--- src/rtl/vga_write_arbiter_pkg.sv ---
// Shared types and default widths for the VGA write-port arbiter and the
// drawing engines that feed it.
package vga_write_arbiter_pkg;

   typedef enum logic [1:0] {
      S_IDLE    = 2'd0,
      S_GRANT   = 2'd1,
      S_RELEASE = 2'd2
   } arb_state_e;

   localparam int unsigned DEF_NUM_REQ  = 4;
   localparam int unsigned DEF_X_W      = 8;
   localparam int unsigned DEF_Y_W      = 7;
   localparam int unsigned DEF_C_W      = 3;
   localparam int unsigned DEF_MAX_HOLD = 19200;

endpackage

--- src/rtl/vga_write_arbiter_rr_pick.sv ---
// Combinational round-robin picker: first set req bit after last_owner,
// wrapping modulo NUM_REQ, so last_owner itself is examined last.
module rr_pick
   import vga_write_arbiter_pkg::*;
#(
   parameter int unsigned NUM_REQ = DEF_NUM_REQ,
   parameter int unsigned IDX_W   = $clog2(DEF_NUM_REQ)
) (
   input  logic [NUM_REQ-1:0] req,
   input  logic [IDX_W-1:0]   last_owner,
   output logic               valid,
   output logic [IDX_W-1:0]   index
);

   always_comb begin
      int unsigned cand;
      valid = 1'b0;
      index = '0;
      cand  = 0;
      for (int unsigned step = 1; step <= NUM_REQ; step++) begin
         cand = 32'(last_owner) + step;
         if (cand >= NUM_REQ) begin
            cand = cand - NUM_REQ;
         end
         // constant bit index per iteration keeps the compare a simple AND tree
         for (int unsigned j = 0; j < NUM_REQ; j++) begin
            if (!valid && (j == cand) && req[j]) begin
               valid = 1'b1;
               index = IDX_W'(j);
            end
         end
      end
   end

endmodule

--- src/rtl/vga_write_arbiter.sv ---
// Shares the VGA adapter write port between NUM_REQ drawing engines with
// round-robin burst grants, a dead release cycle and a hold-limit watchdog.
module vga_write_arbiter
   import vga_write_arbiter_pkg::*;
#(
   parameter int unsigned NUM_REQ  = DEF_NUM_REQ,
   parameter int unsigned X_W      = DEF_X_W,
   parameter int unsigned Y_W      = DEF_Y_W,
   parameter int unsigned C_W      = DEF_C_W,
   parameter int unsigned MAX_HOLD = DEF_MAX_HOLD
) (
   input  logic                   clock,
   input  logic                   reset,
   input  logic [NUM_REQ-1:0]     req,
   input  logic [NUM_REQ*X_W-1:0] x_in,
   input  logic [NUM_REQ*Y_W-1:0] y_in,
   input  logic [NUM_REQ*C_W-1:0] colour_in,
   input  logic [NUM_REQ-1:0]     wren_in,
   output logic [NUM_REQ-1:0]     grant,
   output logic [X_W-1:0]         x,
   output logic [Y_W-1:0]         y,
   output logic [C_W-1:0]         colour,
   output logic                   wren,
   output logic                   busy,
   output logic                   timeout
);

   localparam int unsigned IDX_W  = $clog2(NUM_REQ);
   localparam int unsigned HOLD_W = $clog2(MAX_HOLD);
   localparam logic [HOLD_W-1:0] HOLD_LAST = HOLD_W'(MAX_HOLD - 1);
   localparam logic [IDX_W-1:0]  LAST_IDX  = IDX_W'(NUM_REQ - 1);

   arb_state_e          state_q, state_d;
   logic [IDX_W-1:0]    owner_q, owner_d;
   logic [IDX_W-1:0]    last_owner_q, last_owner_d;
   logic [HOLD_W-1:0]   hold_cnt_q, hold_cnt_d;
   logic [NUM_REQ-1:0]  grant_q, grant_d;
   logic [X_W-1:0]      x_q, x_d;
   logic [Y_W-1:0]      y_q, y_d;
   logic [C_W-1:0]      colour_q, colour_d;
   logic                wren_q, wren_d;
   logic                timeout_q, timeout_d;

   logic                pick_valid;
   logic [IDX_W-1:0]    pick_idx;
   logic                revoke;
   logic                owner_req, others_req;
   logic [X_W-1:0]      sel_x;
   logic [Y_W-1:0]      sel_y;
   logic [C_W-1:0]      sel_colour;
   logic                sel_wren;

   rr_pick #(
      .NUM_REQ (NUM_REQ),
      .IDX_W   (IDX_W)
   ) u_rr_pick (
      .req        (req),
      .last_owner (last_owner_q),
      .valid      (pick_valid),
      .index      (pick_idx)
   );

   // Owner mux; every non-owner bus is ignored here.
   always_comb begin
      sel_x      = '0;
      sel_y      = '0;
      sel_colour = '0;
      sel_wren   = 1'b0;
      owner_req  = 1'b0;
      others_req = 1'b0;
      for (int unsigned i = 0; i < NUM_REQ; i++) begin
         if (owner_q == IDX_W'(i)) begin
            sel_x      = x_in[i*X_W +: X_W];
            sel_y      = y_in[i*Y_W +: Y_W];
            sel_colour = colour_in[i*C_W +: C_W];
            sel_wren   = wren_in[i];
            owner_req  = req[i];
         end else if (req[i]) begin
            others_req = 1'b1;
         end
      end
   end

   always_ff @(posedge clock) begin
      if (reset) begin
         state_q      <= S_IDLE;
         owner_q      <= '0;
         last_owner_q <= LAST_IDX;
         hold_cnt_q   <= '0;
         grant_q      <= '0;
         x_q          <= '0;
         y_q          <= '0;
         colour_q     <= '0;
         wren_q       <= 1'b0;
         timeout_q    <= 1'b0;
      end else begin
         state_q      <= state_d;
         owner_q      <= owner_d;
         last_owner_q <= last_owner_d;
         hold_cnt_q   <= hold_cnt_d;
         grant_q      <= grant_d;
         x_q          <= x_d;
         y_q          <= y_d;
         colour_q     <= colour_d;
         wren_q       <= wren_d;
         timeout_q    <= timeout_d;
      end
   end

   always_comb begin
      state_d      = state_q;
      owner_d      = owner_q;
      last_owner_d = last_owner_q;
      hold_cnt_d   = hold_cnt_q;
      revoke       = 1'b0;
      case (state_q)
         S_IDLE: begin
            if (pick_valid) begin
               owner_d = pick_idx;
               state_d = S_GRANT;
            end
         end
         S_GRANT: begin
            // saturates so an uncontended owner keeps the port indefinitely
            if (hold_cnt_q != HOLD_LAST) begin
               hold_cnt_d = hold_cnt_q + 1'b1;
            end
            if (!owner_req) begin
               state_d = S_RELEASE;
            end else if ((hold_cnt_q == HOLD_LAST) && others_req) begin
               state_d = S_RELEASE;
               revoke  = 1'b1;
            end
         end
         S_RELEASE: begin
            last_owner_d = owner_q;
            hold_cnt_d   = '0;
            state_d      = S_IDLE;
         end
         default: begin
            state_d = S_IDLE;
         end
      endcase
   end

   // The last granted cycle's pixel still reaches the adapter during S_RELEASE.
   always_comb begin
      grant_d   = grant_q;
      x_d       = x_q;
      y_d       = y_q;
      colour_d  = colour_q;
      wren_d    = 1'b0;
      timeout_d = revoke;
      case (state_q)
         S_IDLE: begin
            if (pick_valid) begin
               grant_d = NUM_REQ'(1) << pick_idx;
            end
         end
         S_GRANT: begin
            x_d      = sel_x;
            y_d      = sel_y;
            colour_d = sel_colour;
            wren_d   = sel_wren;
            if (state_d == S_RELEASE) begin
               grant_d = '0;
            end
         end
         default: begin
            grant_d = '0;
         end
      endcase
   end

   assign grant   = grant_q;
   assign x       = x_q;
   assign y       = y_q;
   assign colour  = colour_q;
   assign wren    = wren_q;
   assign busy    = (state_q != S_IDLE);
   assign timeout = timeout_q;

endmodule

--- config.mk ---
export PLATFORM = sky130hd
export DESIGN_NAME = vga_write_arbiter
export DESIGN_NICKNAME = d
export VERILOG_FILES = /design/src/rtl/vga_write_arbiter_pkg.sv /design/src/rtl/vga_write_arbiter_rr_pick.sv /design/src/rtl/vga_write_arbiter.sv
export SDC_FILE = /design/constraint.sdc
export NUM_CORES = 1
export LEC_CHECK = 0
export BUFFER_PORTS_ARGS = -buffer_cell sky130_fd_sc_hd__buf_4
export CORE_MARGIN = 8
export CORE_UTILIZATION = 43
export CTS_CLUSTER_SIZE = 24
export DETAILED_ROUTE_END_ITERATION = 16
export PLACE_DENSITY = 0.87
export SLEW_MARGIN = 40
export SYNTH_ARGS = -nofsm -noshare
export SYNTH_HDL_FRONTEND = slang
export SYNTH_SLANG_ARGS = --single-unit
export TNS_END_PERCENT = 10
--- constraint.sdc ---
create_clock -name clock -period 1.9 [get_ports clock]
set_input_delay 0.285 -clock clock [delete_from_list [all_inputs] [get_ports clock]]
set_output_delay 0.285 -clock clock [all_outputs]
set_load 0.03 [all_outputs]
==> summary.json <==
{
  "clock_tree_from_tritoncts": "built",
  "timing.critical_path.to_type": "flop",
  "power_density_mw_per_mm2": 673,
  "power.ir.vdd_worst_mv": 0.437,
  "fillerInstances": 483,
  "synth.cell_area_sq_mm": 0.00248,
  "worst_slack_ns": 0.0710,
  "asyncSetResetFlopFracSynth": 0,
  "cts-root-to-sink-buffers": 2,
  "hold_violations": 0,
  "internal_power_mw": 1.61,
  "max_slew.worst_pin.slew_ns": 0.473,
  "cells_after_synthesis": 264,
  "antennaDiodeCount": 0,
  "setup_viol_count_final": 0,
  "grt_first_pass_wirelength_mm": 12.4,
  "multi_input_gate_area_in_the_final_layout_sq_mm": 0.00149,
  "ant_nets": 0,
  "mappedNetlistNets": 347,
  "initial_core_util": 0.447,
  "cts_max_level": 2,
  "critPathLaunchType": "flop",
  "clkTransAtPathRegs_ns": 0.08,
  "clockPowerShare": 0.247,
  "vias_in_the_first_global_route": 2666,
  "comb_power_share": 0.303,
  "core-area_sq_mm": 0.00554,
  "rows": 27,
  "yosysWarnings": 0,
  "nets": 453,
  "vias": 2463,
  "number_of_distinct_library_cells_after_synthesis": 52,
  "grt.total_usage": 0.176,
  "report.final.slew_viol_count": 0,
  "total_power_draw_mw": 2.32,
  "post-cts-setup-buffer-count": 0,
  "period_needed_ns": 1.83,
  "number_of_antenna_violations_at_the_first_check_in_global_routing": 0,
  "place_inst": 435,
  "num_io_pins": 107,
  "timing.slew.headroom": 0.684,
  "vias_per_cell": 5.56,
  "yosysTopAreaCellShare": 0.363,
  "syn_to_final_growth_pct": 39.4,
  "postSynthAreaPerCell_sq_um": 9.39,
  "die_h_um": 91.9,
  "layoutNonFillerInstCount": 443,
  "synthFlopType": "dfxtp_1",
  "arr_time_crit_path_ns": 2.02,
  "net_switching_mw": 0.709,
  "place.detailed.hpwl_mm": 5.77,
  "power.leakage_nw": 1.41,
  "regArea_sq_um": 901,
  "path_class": "reg2reg",
  "crit_required_ns": 2.09,
  "drt_iter0_drc": 92,
  "synth_area_leader_cell": "dfxtp_1",
  "ys_top_cells_by_area": "dfxtp_1 (36%), mux4_2 (17%), nand2_1 (7.0%)",
  "placement.setup.worst_slack_ns": 0.0126,
  "status": "completed",
  "cts_buffers": 5,
  "clk-insertion-delay-late_ns": 0.29,
  "finalWeightedCongestion": 0.887,
  "floorplan.die.width_um": 91.9,
  "die-area_sq_mm": 0.00845,
  "synth_seq_cells": 45,
  "hold_path.class": "in2reg",
  "buffer_ports.inserted": 106,
  "drt-wirelength-per-cell_um": 16.7,
  "power.share.sequential": 0.450,
  "final.setup_skew_ns": 0.00559,
  "number_of_enable_type_register_cells_in_the_synthesized_netlist": 0,
  "post-route-drc-count": 0,
  "grt.overflow.total": 0,
  "crit_fanout": 9,
  "fmaxAchievable_mhz": 547,
  "cts.sinks": 45,
  "routed_wire_length_mm": 7.42,
  "cap_violations": 0,
  "drt_pre_antenna_iters": 4,
  "switching_share": 0.305,
  "pin_count_of_the_biggest_net_entering_global_routing": 43,
  "clockRootBuffer": "clkbuf_8",
  "ys_seq_area_frac": 0.363,
  "placed_area_sq_mm": 0.00336,
  "post-route-period-util": 0.963,
  "drive_gt1_frac": 0.410,
  "final_area_sq_mm": 0.00346
}
-- power groups by stage --
stage | Sequential (mW) | Combinational (mW) | Clock, mW
floorplan | 1.15 | 0.343 | 0
CTS | 1.05 | 0.711 | 0.588
global placement | 1.06 | 0.692 | 0
global route | 1.05 | 0.762 | 0.621
detailed placement | 1.07 | 0.710 | 0
finish | 1.05 | 0.705 | 0.573
-- cell type report --
class,instances,share of cell area
clock inverter,1,0.00217
sequential,45,0.261
inverter,4,0.00434
clock buffer,7,0.0221
multi-input combinational,198,0.432
timing repair buffer,116,0.253
tap,72,0.0261
-- worst paths after layout --
| kind | from | to | slack (ns) | cells past startpoint |
|---|---|---|---|---|
| worst max register to register | hold_cnt_q[12] | grant[2] | 0.07 | 5 |
| worst min register to register | y[1] | y[1] | 0.46 | 2 |
| worst min-delay path | reset | owner_q[0] | 0.42 | 2 |
| worst max-delay path | hold_cnt_q[12] | grant[2] | 0.07 | 5 |
-- stage by stage --
step / util / setup TNS (ns) / hold WS [ns]
final: 0.624 / 0 / 0.418
after CTS: 0.622 / 0 / 0.412
after floorplan: - / 0 / 0.453
after detailed placement: 0.606 / 0 / 0.448
after global placement: 0.606 / 0 / 0.443
after global routing: 0.624 / -0.00383 / 0.423
-- sequential cells by signal, summed over array words and instances (netlist names) --
register and cells:
y 7, hold_cnt_q 15, last_owner_q 2, wren 1, colour 3, grant 4, state_q 2, owner_q 2
timeout 1, x 8
-- cell usage in the layout (no fill, tap or decap), drive strengths merged, types with 6 or more instances in the layout --
cell type    n
nor3         6
nor2        19
dfxtp       45
a21oi       28
nand3        9
buf        116
mux4        20
nand2b       8
clkbuf       7
nand2       46
-- worst max-delay path: stages (launching register included) --
cell,delay [ns]
dfxtp_1,0.34
nor4b_1,0.44
and4bb_4,0.38
and3_1,0.21
nor3_2,0.07
a2bb2o_1,0.29
-- synth_stat cells (2+ instances only) --
library cell and instances:
a211o_1 3, a211oi_1 2, a21oi_1 28, a22oi_1 2
a31oi_1 2, and3_1 3, and4_1 2, buf_2 3
buf_6 2, clkbuf_1 11, dfxtp_1 45, inv_1 3
mux2_2 2, mux2i_1 4, mux4_2 19, nand2_1 46
nand2b_1 7, nand3_1 9, nand4_1 4, nor2_1 19
nor3_1 5, nor3b_1 3, nor4b_1 4, o211ai_1 2
or3_1 3, or4_1 2, xor2_1 4
-- cell families after synthesis --
| kind of cell | Yosys count | synth area share |
|---|---|---|
| and+or+nand+nor | 116 | 0.238 |
| muxes | 26 | 0.208 |
| AOI/OAI and AO/OA | 50 | 0.128 |
| DFF | 45 | 0.363 |
| adders and majority gates | 1 | 0.00505 |
| buffers and inverters | 21 | 0.0394 |
| xor gates and xnor gates | 5 | 0.0177 |
-- per-layer routing --
layer  track usage  vias up  routed length [um]
met3        0.0644        9                 581
met1         0.174     1182                2620
met5             0        -                   0
met2         0.335       82                4130
met4        0.0483        0                  85
li1              -     1190                   -
-- repair_timing --
action / 4_1_cts / 5_1_grt
endpoints found under the hold margin: 0 / 0
setup endpoints to repair: 1 / 5
resized for setup: 1 / 4
hold buffers: 0 / 0
gates cloned: 0 / 0
Note: power is estimated with default switching activity, not from simulation.
